$ cat config.mk
export PLATFORM = sky130hd
export DESIGN_NAME = dmem_result_reader
export DESIGN_NICKNAME = d
export VERILOG_FILES = /design/src/rtl/dmem_result_reader_pkg.sv /design/src/rtl/dmem_result_reader_rdbk_fifo.sv /design/src/rtl/dmem_result_reader.sv
export SDC_FILE = /design/constraint.sdc
export NUM_CORES = 1
export LEC_CHECK = 0
export ABC_AREA = 1
export BUFFER_PORTS_ARGS = -buffer_cell sky130_fd_sc_hd__buf_2
export CELL_PAD_IN_SITES_DETAIL_PLACEMENT = 0
export CELL_PAD_IN_SITES_GLOBAL_PLACEMENT = 1
export CORE_AREA = 5 5 126 128
export DETAILED_ROUTE_END_ITERATION = 10
export DIE_AREA = 0 0 131 133
export GPL_ROUTABILITY_DRIVEN = 0
export PLACE_DENSITY_LB_ADDON = 0.1
export SLEW_MARGIN = 0
export SYNTH_ARGS = -nofsm -noshare
export SYNTH_HDL_FRONTEND = slang
export SYNTH_HIERARCHICAL = 1
export SYNTH_SLANG_ARGS = --single-unit
$ cat constraint.sdc
create_clock -name clk -period 3.82 [get_ports clk]
set_input_delay 0.764 -clock clk [delete_from_list [all_inputs] [get_ports clk]]
set_output_delay 0.764 -clock clk [all_outputs]
set_load 0.02 [all_outputs]
$ cat src/rtl/dmem_result_reader_pkg.sv
// Shared definitions for the data-memory read-back engine: FSM state codes,
// port-1 address-mux select codes and default bus widths.
package dmem_result_reader_pkg;

    localparam int DMEM_ADDR_W = 16;
    localparam int DMEM_DATA_W = 16;

    localparam logic [1:0] ST_IDLE  = 2'd0;
    localparam logic [1:0] ST_ISSUE = 2'd1;
    localparam logic [1:0] ST_DRAIN = 2'd2;
    localparam logic [1:0] ST_DONE  = 2'd3;

    localparam logic [1:0] MUX_CORE = 2'b00;
    localparam logic [1:0] MUX_TBWR = 2'b01;
    localparam logic [1:0] MUX_RDBK = 2'b10;

endpackage

$ cat src/rtl/dmem_result_reader_rdbk_fifo.sv
// rdbk_fifo: synchronous output buffer for read-back words; a push and a pop
// in the same cycle on a full buffer is accepted and leaves occupancy unchanged.
module rdbk_fifo #(
    parameter int DEPTH = 4,
    parameter int WIDTH = 16
) (
    input  logic                     clk,
    input  logic                     rst,
    input  logic                     push,
    input  logic                     pop,
    input  logic [WIDTH-1:0]         din,
    output logic [WIDTH-1:0]         dout,
    output logic                     empty,
    output logic                     full,
    output logic [$clog2(DEPTH):0]   count
);

    localparam int PW = $clog2(DEPTH);
    localparam logic [PW:0] FULL_CNT = (PW+1)'(DEPTH);

    logic [WIDTH-1:0] mem_q [DEPTH];
    logic [PW-1:0]    rd_ptr_q;
    logic [PW-1:0]    wr_ptr_q;
    logic [PW:0]      count_q;
    logic             do_push_s;
    logic             do_pop_s;

    assign empty     = (count_q == '0);
    assign full      = (count_q == FULL_CNT);
    assign count     = count_q;
    assign do_pop_s  = pop && !empty;
    assign do_push_s = push && (!full || do_pop_s);
    // Head is forced to zero when empty so the streamed word reads 0 after reset.
    assign dout      = empty ? '0 : mem_q[rd_ptr_q];

    always_ff @(posedge clk) begin
        if (do_push_s) begin
            mem_q[wr_ptr_q] <= din;
        end
    end

    always_ff @(posedge clk) begin
        if (rst) begin
            rd_ptr_q <= '0;
            wr_ptr_q <= '0;
            count_q  <= '0;
        end else begin
            if (do_push_s) begin
                wr_ptr_q <= wr_ptr_q + {{(PW-1){1'b0}}, 1'b1};
            end
            if (do_pop_s) begin
                rd_ptr_q <= rd_ptr_q + {{(PW-1){1'b0}}, 1'b1};
            end
            case ({do_push_s, do_pop_s})
                2'b10:   count_q <= count_q + {{PW{1'b0}}, 1'b1};
                2'b01:   count_q <= count_q - {{PW{1'b0}}, 1'b1};
                default: count_q <= count_q;
            endcase
        end
    end

endmodule

$ cat src/rtl/dmem_result_reader.sv
// dmem_result_reader: sweeps a contiguous data-memory region through port 1 and
// streams the words over valid/ready. Optional checksum port: DUMP_CHECKSUM_EN.
module dmem_result_reader
    import dmem_result_reader_pkg::*;
#(
    parameter int ADDR_W     = DMEM_ADDR_W,
    parameter int DATA_W     = DMEM_DATA_W,
    parameter int READ_LAT   = 1,
    parameter int FIFO_DEPTH = 4
) (
    input  logic              clk,
    input  logic              RESET,
    input  logic              start,
    input  logic [ADDR_W-1:0] base_addr,
    input  logic [ADDR_W-1:0] length,
    output logic [ADDR_W-1:0] mem_addr,
    output logic              mem_rd,
    output logic [1:0]        mux_sel,
    input  logic [DATA_W-1:0] mem_rdata,
    output logic [DATA_W-1:0] out_data,
    output logic              out_valid,
    input  logic              out_ready,
    output logic              busy,
    output logic              done
`ifdef DUMP_CHECKSUM_EN
    ,
    output logic [DATA_W-1:0] checksum
`endif
);

    localparam int CW = $clog2(FIFO_DEPTH) + 1;

    logic [1:0]          state_q, state_d;
    logic [ADDR_W-1:0]   base_q, len_q, issued_q;
    logic [READ_LAT-1:0] pipe_q, pipe_d;
    logic [READ_LAT:0]   pipe_ext_s;
    logic [CW-1:0]       inflight_s;
    logic [CW:0]         occ_sum_s;
    logic [CW-1:0]       fifo_count_s;
    logic                fifo_empty_s, fifo_full_s;
    logic                credit_ok_s, mem_rd_s, last_issue_s;
    logic                push_s, pop_s, pending_s, drain_done_s, start_acc_s;

    assign start_acc_s = (state_q == ST_IDLE) && start;
    assign pending_s   = |pipe_q;
    assign push_s      = pipe_q[READ_LAT-1];
    assign pop_s       = !fifo_empty_s && out_ready;

    // Reads still in the return pipe reserve buffer space, so a push never meets a full FIFO.
    always_comb begin
        inflight_s = '0;
        for (int i = 0; i < READ_LAT; i++) begin
            inflight_s = inflight_s + CW'(pipe_q[i]);
        end
    end

    assign occ_sum_s    = (CW+1)'(fifo_count_s) + (CW+1)'(inflight_s);
    assign credit_ok_s  = !fifo_full_s && (occ_sum_s < (CW+1)'(FIFO_DEPTH));
    assign mem_rd_s     = (state_q == ST_ISSUE) && credit_ok_s;
    assign last_issue_s = mem_rd_s && (issued_q == (len_q - {{(ADDR_W-1){1'b0}}, 1'b1}));
    // The last word leaving this cycle already counts as drained, so done follows the final accept directly.
    assign drain_done_s = !pending_s &&
                          (fifo_empty_s || ((fifo_count_s == {{(CW-1){1'b0}}, 1'b1}) && pop_s));
    assign pipe_ext_s   = {pipe_q, mem_rd_s};
    assign pipe_d       = pipe_ext_s[READ_LAT-1:0];

    // Next-state logic for the sweep sequencer.
    always_comb begin
        state_d = state_q;
        case (state_q)
            ST_IDLE: begin
                if (start) begin
                    state_d = (length != '0) ? ST_ISSUE : ST_DONE;
                end else begin
                    state_d = ST_IDLE;
                end
            end
            ST_ISSUE: begin
                if (last_issue_s) begin
                    state_d = ST_DRAIN;
                end else begin
                    state_d = ST_ISSUE;
                end
            end
            ST_DRAIN: begin
                if (drain_done_s) begin
                    state_d = ST_DONE;
                end else begin
                    state_d = ST_DRAIN;
                end
            end
            ST_DONE: state_d = ST_IDLE;
            default: state_d = ST_IDLE;
        endcase
    end

    // State, captured job parameters, issue counter and return pipe.
    always_ff @(posedge clk) begin
        if (RESET) begin
            state_q  <= ST_IDLE;
            base_q   <= '0;
            len_q    <= '0;
            issued_q <= '0;
            pipe_q   <= '0;
        end else begin
            state_q <= state_d;
            pipe_q  <= pipe_d;
            if (start_acc_s) begin
                base_q   <= base_addr;
                len_q    <= length;
                issued_q <= '0;
            end else if (mem_rd_s) begin
                issued_q <= issued_q + {{(ADDR_W-1){1'b0}}, 1'b1};
            end
        end
    end

    rdbk_fifo #(
        .DEPTH (FIFO_DEPTH),
        .WIDTH (DATA_W)
    ) u_fifo (
        .clk   (clk),
        .rst   (RESET),
        .push  (push_s),
        .pop   (pop_s),
        .din   (mem_rdata),
        .dout  (out_data),
        .empty (fifo_empty_s),
        .full  (fifo_full_s),
        .count (fifo_count_s)
    );

    assign mem_rd    = mem_rd_s;
    assign mem_addr  = (state_q == ST_ISSUE) ? (base_q + issued_q) : '0;
    assign busy      = (state_q == ST_ISSUE) || (state_q == ST_DRAIN);
    assign mux_sel   = busy ? MUX_RDBK : MUX_CORE;
    assign done      = (state_q == ST_DONE);
    assign out_valid = !fifo_empty_s;

`ifdef DUMP_CHECKSUM_EN
    logic [DATA_W-1:0] checksum_q;

    // Running sum of accepted words, restarted by each accepted start.
    always_ff @(posedge clk) begin
        if (RESET) begin
            checksum_q <= '0;
        end else if (start_acc_s) begin
            checksum_q <= '0;
        end else if (pop_s) begin
            checksum_q <= checksum_q + out_data;
        end
    end

    assign checksum = checksum_q;
`endif

endmodule
# [Yosys cells after proc, flatten, opt, wreduce, memory -nomap -nowiden]
# Memory sizes are Yosys's and may differ from the RTL's. A register that Yosys moved wholly into a read port is not among the register bits.
# Index checks and enable logic that the tools add are counted.
[totals] memories=1 ramBits=64 elab_cells=59 register_bits=58 inputBits=52
[mem_list] name="u_fifo.mem_q" words=4 word_bits=16 rd=1 rd_ports_with_merged_regs=1 wr=1 line="dmem_result_reader_rdbk_fifo.sv:21" rtl="logic [WIDTH-1:0] mem_q [DEPTH];"
[op_classes] eq_ne=8 order_cmp=1 add_sub_neg=8 muxes=13 reduce_logical=20
[ops] cell="$mux W16" count=2
[ops] cell="$add A16 B1 Y16 const B" count=1
[ops] cell="$add A16 B16 Y16" count=1
[ops] cell="$eq A16 B16 Y1" count=1
[ops] cell="$reduce_bool A16 Y1" count=1
[ops] cell="$sub A16 B1 Y16 const B" count=1
[ops] cell="$mux W2" count=6
[ops] cell="$logic_and A1 B1 Y1" count=9
[ops] cell="$pmux W2 S4" count=1
[ops] cell="$eq A2 B2 Y1 const B" count=3
[ops] cell="$pmux W3 S2" count=1
[ops] cell="$add A2 B1 Y2 const B" count=2
[ops] cell="$add A3 B1 Y4" count=1
[ops] cell="$eq A2 B1 Y1 const B" count=2
[ops] cell="$lt A4 B3 Y1 const B" count=1
[ops] cell="$add A3 B1 Y3 const B" count=1
[ops] cell="$eq A3 B1 Y1 const B" count=1
[ops] cell="$eq A3 B3 Y1 const B" count=1
[ops] cell="$logic_not A1 Y1" count=3
[ops] cell="$logic_not A3 Y1" count=1
[ops] cell="$logic_or A1 B1 Y1" count=3
[ops] cell="$mux W1" count=3
[ops] cell="$sub A3 B1 Y3 const B" count=1
[ops] cell="$logic_not A2 Y1" count=1
[ops] cell="other kinds (2)" count=2

# [Logic depth before layout (Yosys ltp)]
# Gate-level depths: netlist of run 1.
[depth] depth_word=8 depth_mapped=16

# [Modules after synthesis]
# The synthesis of run 1 kept the hierarchy.
[modules_own_cells] module="dmem_result_reader" cells_per_inst=525 instances=1 area_each_um2=3418.3 seq_area_each_um2=1021.0
[modules_own_cells] module="rdbk_fifo" cells_per_inst=256 instances=1 area_each_um2=3000.4 seq_area_each_um2=2102.0

# [Least setup slack after synthesis of run 1]
# OpenSTA, ideal clock, no wires.
[synth_path] path_type="flip-flop to output port" from="register issued_q[0]" to="output port mem_addr[12]" required_time_ns=3.056 path_buffers=0 slack_ns=1.085 arrival_ns=1.971 path_stages_with_launch=13 path_cell_list="dfxtp_1 -> ha_1 -> fa_1 -> nand2_1 -> inv_1 -> o21ai_1 -> nand2_1 -> inv_1 -> o21ai_2 -> a21o_1 -> a21boi_1 -> or2_2 -> and2_1"
[synth_via] elab_chain_len=2
[synth_rtl] element="from (decl)" line="dmem_result_reader.sv:34" rtl="logic [ADDR_W-1:0] base_q, len_q, issued_q;"
[synth_rtl] element="from (signal assigned)" line="dmem_result_reader.sv:113" rtl="issued_q <= issued_q + {{(ADDR_W-1){1'b0}}, 1'b1};"
[synth_rtl] element="$add A16 B16 Y16" line="dmem_result_reader.sv:134" rtl="assign mem_addr = (state_q == ST_ISSUE) ? (base_q + issued_q) : '0;"
[synth_rtl] element="$mux W16" line="dmem_result_reader.sv:134"
[synth_rtl] element="to (decl)" line="dmem_result_reader.sv:16" rtl="output logic [ADDR_W-1:0] mem_addr,"
# Every way passes these cells.

# [Final worst setup path of run 1]
# Ends and elaborated chain as after synthesis.

==> results.py, run 1 <==
metrics = {
    "place": {
        "hpwlAfterDp_um": 11400,
        "port_buffers": 88,
        "place_inst": 1042,
    },
    "layout": {
        "final_cell_mix": "nor2_1 (171), nand2_1 (92), buf_2 (88), o21ai_0 (80), inv_1 (75)",
        "layout-drive-gt1-share_pct": 17.0,
        "seqCellArea_um2": 3120,
        "antennaDiodeCount": 0,
        "final_util_pct": 51.7,
        "final_common_cell": "nor2_1",
        "multi_input_area_um2": 2880,
        "stdcell_count": 1074,
        "layout.nets": 953,
        "fillCellCount": 1443,
        "areaGrowthSynthToFinish_pct": 18.9,
    },
    "global_route": {
        "overflow": 0,
        "antenna_found_initial": 0,
        "grt_pass1_wl_um": 25100,
        "first_global_vias": 5140,
        "grt_max_degree": 44,
        "grt_usage_pct": 18.4,
    },
    "drt": {
        "wl_met2_um": 7980,
        "top_layer": "met4",
        "wl_per_cell_um": 14.4,
        "drtAntennaViolNets": 0,
        "dr_wl_met3_um": 712,
        "first_pass_iters": 4,
        "wl_um": 15400,
        "vias": 5391,
        "drc_errors": 0,
        "vias_per_cell": 5.02,
        "m1WireLength_um": 6590,
        "drt_iter0_markers": 242,
    },
    "yosys": {
        "synthArstFlopShare_pct": 0,
        "synth.largest_area_cell": "edfxtp_1",
        "ys_ff_latch": 124,
        "syn_inst": 781,
        "yosys_warnings": 6,
        "ys_top_cells_by_area": "edfxtp_1 (30%), dfxtp_1 (19%), nor2_1 (10%), o21ai_0 (6.2%), nand2_1 (5.4%)",
        "syn_avg_cell_area_um2": 8.22,
        "syn-num-nets": 861,
        "synth_enable_flop_cells": 64,
        "synth_area_um2": 6420,
        "synth.top_cell.area_share_pct": 29.9,
        "synth_ff_type": "edfxtp_1",
        "ys_types": 46,
        "yosysSeqAreaShare_pct": 48.7,
    },
    "worst_setup_path": {
        "cp_slowest_cell": "dfxtp_1",
        "rrSetupSlack_ns": 1.48,
        "timing.rr.start": "state_q[0]",
        "cp.required_ns": 3.06,
        "r2r-end": "issued_q[13]",
        "cp-end-kind": "primary output",
        "path_cells": "ha_1 -> fa_1 -> nand2_1 -> inv_1 -> o21ai_1 -> nand2_1 -> inv_1 -> o21ai_2 -> a21o_1 -> a21boi_1 -> or2_2 -> and2_1 -> buf_2",
        "r2r_cells": 7,
        "cpPeakStageDelay_ns": 0.44,
        "critPathKind": "register to primary output",
        "path_max_fanout": 7,
        "cp_top_family": "simple AND/OR/NAND/NOR gates",
        "crit_cells": 13,
        "arrival_ns": 2.66,
        "startpoint_type": "register",
        "critPathBufInv": 3,
    },
    "timing": {
        "period_share_pct": 89.5,
        "fin_setup_tns_ns": 0,
        "max_freq_mhz": 292,
        "setup_viol": 0,
        "drv_slew": 0,
        "hold_viol": 0,
        "fin_worst_skew_ns": 0.00607,
        "worst_pin_slew_ns": 0.890,
        "min_period_ns": 3.42,
        "rsz0062_at_grt": "false",
        "slew_headroom_pct": 40.6,
    },
    "worst_hold_path": {
        "hp-class": "register to register",
        "holdPathEnd": "u_fifo/rd_ptr_q[1]",
        "holdPathStages": 2,
        "min_from": "u_fifo/rd_ptr_q[1]",
    },
    "clocking": {
        "post_cts_buffers": 0,
        "ctsResizeCount": 0,
        "cts_tree": "yes",
        "htree_num_levels": 4,
        "clk_latency_ns": 0.41,
        "hold_buffers": 0,
        "cts.path.max_buffers": 2,
        "cts_root_buf": "clkbuf_16",
        "cts_buffers": 17,
        "clk_pin_slew_ns": 0.06,
        "clock-sinks": 124,
    },
    "floorplanning": {
        "dieWidth_um": 131,
        "ios": 90,
        "rows": 45,
        "core_um2": 14800,
        "start_util_pct": 43.5,
        "dieArea_um2": 17400,
        "die_h_um": 133,
    },
    "power_and_ir_drop": {
        "p_total_mw": 3.45,
        "power_density_nw_per_um2": 452,
        "p_leak_nw": 3.31,
        "peakVddDrop_v": 0.000303,
    },
    "outcome": {
        "outcome": "finished clean",
    },
    "flow_run": {
        "maxCapViolations": 0,
    },
}
[through the flow]
stage               hold slack (ns)  area [µm²]  setup WS [ns]
finish                        0.477        7630          0.400
global route                  0.495        7630          0.161
CTS                           0.478        7630          0.410
detailed placement            0.466        7040          0.871
global placement              0.455        7040          0.900
floorplan                     0.442        6420           1.09
[worst min-delay path, stage by stage, from the launching register on]
cell	delay, ns
dfxtp_1	0.30
inv_1	0.06
a21oi_1	0.07
[synthesized netlist by cell type (5+ instances only)]
library cell,count
nor3_1,6
nand3_1,33
clkbuf_1,10
ha_1,26
nor4_1,5
o21ai_0,80
a21oi_1,68
buf_4,5
edfxtp_1,64
nor2_1,171
dfxtp_1,60
xnor2_1,8
o21ai_1,13
inv_1,75
nand2_2,6
buf_2,6
xor2_1,9
nand2_1,92
[worst max path at each step]
stage / from / endpoint
after floorplan: issued_q[0] / mem_addr[12]
after global placement: issued_q[0] / mem_addr[12]
after detailed placement: issued_q[0] / mem_addr[12]
after CTS: issued_q[0] / mem_addr[12]
after global routing: issued_q[0] / mem_addr[12]
final: issued_q[0] / mem_addr[12]
[layout make-up]
cell class | count | share of cell area, %
flip-flops and latches | 124 | 40.9
clock inverters | 15 | 2.16
repair buffers | 97 | 6.66
multi-input cells | 554 | 37.7
well taps | 188 | 3.08
clock buffers | 17 | 5.57
inverters | 79 | 3.89
[kinds of logic (layout without fill, tap and decap cells)]
logic type	count (synthesis)	count (layout)	synth area share, %
AO/OA/AOI/OAI	174	174	14.3
XOR/XNOR	17	17	2.32
adder cells (fa/ha/maj)	28	28	5.69
buffers and inverters	103	208	6.49
flip-flops	124	124	48.7
other	1	1	0.0584
AND/OR/NAND/NOR	334	334	22.5
[state kept, by name (all words and copies together), names as in the netlist, named ones only]
name,cells
pending_s,1
u_fifo/wr_ptr_q,2
u_fifo/mem_q,64
u_fifo/count,3
base_q,16
len_q,16
u_fifo/rd_ptr_q,2
state_q,2
issued_q,16
[layer usage]
metal / up-vias / GRT usage [%]
met5: - / 0
met4: 0 / 5.31
met2: 104 / 32.7
met1: 2484 / 21.9
met3: 12 / 3.92
li1: 2791 / -
[report_power, final]
group          switching [mW]  internal (mW)  leakage [nW]
sequential             0.0321           1.44          1.07
clock                   0.621          0.972         0.283
combinational           0.252          0.131          1.96
total                   0.905           2.54          3.31
No activity file was read; power rests on OpenSTA's default activity.
==> run 2, diff against run 1 <==
--- a/config.mk
+++ b/config.mk
@@ -5,11 +5,12 @@
 export SDC_FILE = /design/constraint.sdc
 export NUM_CORES = 1
 export LEC_CHECK = 0
-export ABC_AREA = 1
+export ABC_AREA = 0
 export BUFFER_PORTS_ARGS = -buffer_cell sky130_fd_sc_hd__buf_2
 export CELL_PAD_IN_SITES_DETAIL_PLACEMENT = 0
 export CELL_PAD_IN_SITES_GLOBAL_PLACEMENT = 1
 export CORE_AREA = 5 5 126 128
+export CTS_CLUSTER_SIZE = 40
 export DETAILED_ROUTE_END_ITERATION = 10
 export DIE_AREA = 0 0 131 133
 export GPL_ROUTABILITY_DRIVEN = 0
==> results.py, run 2 <==
metrics = {
    "outcome": {
        "outcome": "finished clean",
    },
    "layout": {
        "areaGrowthSynthToFinish_pct": 18.0,
        "largest_register_ffs": 64,
        "fillCellCount": 1337,
        "regMostFlops": "u_fifo/mem_q",
        "final_cell_area_um2": 7580,
        "layout-drive-gt1-share_pct": 21.7,
        "final_cell_mix": "buf_2 (88), nand2_1 (80), edfxtp_1 (64), dfxtp_1 (60), a21oi_1 (51)",
        "antennaDiodeCount": 0,
        "layout.nets": 773,
        "final_common_cell": "buf_2",
        "final_util_pct": 51.4,
    },
    "timing": {
        "fin_worst_skew_ns": 0.00665,
        "fin_setup_tns_ns": 0,
        "slew_headroom_pct": 46.3,
        "setup_viol": 0,
        "period_share_pct": 94.0,
        "worst_slack_ns": 0.230,
        "worst_pin_slew_ns": 0.805,
        "min_period_ns": 3.59,
        "hold_viol": 0,
        "rsz0062_at_grt": "false",
        "drv_slew": 0,
        "max_freq_mhz": 279,
    },
    "global_route": {
        "grt.met3_usage_pct": 3.71,
        "grt_max_degree": 33,
        "first_global_vias": 4824,
        "busiest_layer": "met2",
        "use_met1_pct": 22.0,
        "use_met2_pct": 31.6,
        "grt_pass1_wl_um": 24700,
        "overflow": 0,
        "grt_usage_pct": 18.2,
        "antenna_found_initial": 0,
    },
    "place": {
        "preCtsSetupSlack_ns": 0.557,
        "port_buffers": 88,
        "dpl_cell_area_um2": 7000,
        "hpwlAfterDp_um": 11400,
    },
    "yosys": {
        "yosysSeqAreaShare_pct": 48.6,
        "ys_ff_latch": 124,
        "ys_top_cells_by_area": "edfxtp_1 (30%), dfxtp_1 (19%), ha_1 (5.1%), nand2_1 (4.7%), a21oi_1 (4.1%)",
        "synth_enable_flop_cells": 64,
        "synth.largest_area_cell": "edfxtp_1",
        "synth.top_cell.area_share_pct": 29.9,
        "yosys_warnings": 6,
        "syn-num-nets": 689,
        "synth_ff_type": "edfxtp_1",
        "syn_avg_cell_area_um2": 10.5,
        "syn_inst": 609,
        "synth_common_cells": "nand2_1 (80), edfxtp_1 (64), dfxtp_1 (60), a21oi_1 (52), nor2_1 (42)",
        "ys_types": 62,
        "synthArstFlopShare_pct": 0,
        "yosysMostFrequentCell": "nand2_1",
        "synth_area_um2": 6420,
    },
    "worst_setup_path": {
        "r2r_cells": 8,
        "cp.required_ns": 3.06,
        "timing.rr.start": "u_fifo/count[0]",
        "arrival_ns": 2.83,
        "path_max_fanout": 5,
        "startpoint_type": "register",
        "rrSetupSlack_ns": 1.05,
        "cp-end-kind": "primary output",
        "r2r-end": "state_q[0]",
        "critPathKind": "register to primary output",
    },
    "flow_run": {
        "maxCapViolations": 0,
    },
    "clocking": {
        "cts_tree": "yes",
        "hold_buffers": 0,
        "clock-sinks": 124,
        "htree_num_levels": 4,
        "cts_buffers": 17,
        "clk_pin_slew_ns": 0.05,
        "cts_root_buf": "clkbuf_16",
        "cts.path.max_buffers": 2,
        "clk_latency_ns": 0.41,
    },
    "drt": {
        "drc_errors": 0,
        "wl_per_cell_um": 17.1,
        "vias": 4761,
        "wl_um": 15300,
        "vias_per_cell": 5.33,
        "first_pass_iters": 4,
        "drtAntennaViolNets": 0,
        "drt_iter0_markers": 196,
    },
    "floorplanning": {
        "ios": 90,
        "dieWidth_um": 131,
        "rows": 45,
        "die_h_um": 133,
        "dieArea_um2": 17400,
        "start_util_pct": 43.6,
        "core_um2": 14800,
    },
    "power_and_ir_drop": {
        "p_leak_nw": 2.96,
        "power_density_nw_per_um2": 435,
        "peakVddDrop_v": 0.000284,
    },
    "worst_hold_path": {
        "min_from": "base_q[0]",
        "hp-class": "register to register",
        "holdPathEnd": "base_q[0]",
        "holdPathStages": 2,
    },
}
## run 2: changes by cell type in the layout (fill, tap and decap cells not counted), sizes merged, moves of 12 or more
cell,before,now
nor2b,0,18
mux4,0,16
nand2b,0,12
nand2,99,80
nor2,173,42
o21ai,95,10
xor2,9,23
a21oi,68,52
inv,83,20
nand3,36,11
xnor2,8,20
## run 2: logic make-up (layout without fill, tap and decap cells)
group	count (synthesis)	after routing	synth area share, %
mux	23	23	7.07
xor+xnor	43	43	5.86
fa+ha+maj	28	28	5.69
other cells	1	1	0.0584
simple gates	228	228	17.8
buf+inv	52	149	3.86
compound gates	110	110	11.1
flops	124	124	48.6
## run 2: layout make-up
class	instances	area, µm²	share of cell area (%)
sequential	124	3120	41.2
multi-input combinational	433	3060	40.3
timing repair buffer	99	523	6.90
clock buffer	18	429	5.66
tap	188	235	3.10
clock inverter	14	146	1.93
inverter	18	67.6	0.891
## run 2: how the worst max path moves through the flow
stage                      startpoint            to  slack, ns
after global placement    issued_q[0]  mem_addr[12]       0.59
after floorplan           issued_q[0]  mem_addr[12]       0.42
after CTS                 issued_q[0]  mem_addr[12]       0.09
after global routing      issued_q[0]  mem_addr[14]       0.06
final                     issued_q[0]  mem_addr[14]       0.23
after detailed placement  issued_q[0]  mem_addr[12]       0.56
## run 2: timing repair
item | in CTS | in global routing
resized for setup | 0 | 2
setup buffers | 0 | 0
setup endpoints to repair | 0 | 1
## run 2: metrics by stage
stage | instances | hold slack [ns] | total power, mW
floorplan | 609 | 0.441 | 1.67
global placement | 862 | 0.454 | 1.76
detailed placement | 862 | 0.455 | 1.77
CTS | 894 | 0.462 | 3.34
global route | 894 | 0.475 | 3.43
finish | 894 | 0.461 | 3.30
## run 2: where the power goes
part	switching [mW]	internal (mW)
sequential	0.0304	1.43
clock	0.601	0.960
combinational	0.163	0.113
total	0.794	2.50
## run 2: per-layer routing
metal / share of wire, % / routed length (µm)
met4: 1.3 / 204
met5: 0 / 0
met3: 4.1 / 625
met2: 52 / 7910
met1: 43 / 6530
## run 2: worst max-delay path: stages (launching register included)
cell       delay (ns)
dfxtp_1          0.36
ha_1             0.23
fa_1             0.42
a21oi_2          0.18
o221ai_1         0.16
o311a_1          0.34
o21a_1           0.24
mux2i_1          0.18
o2111ai_1        0.13
buf_2            0.18
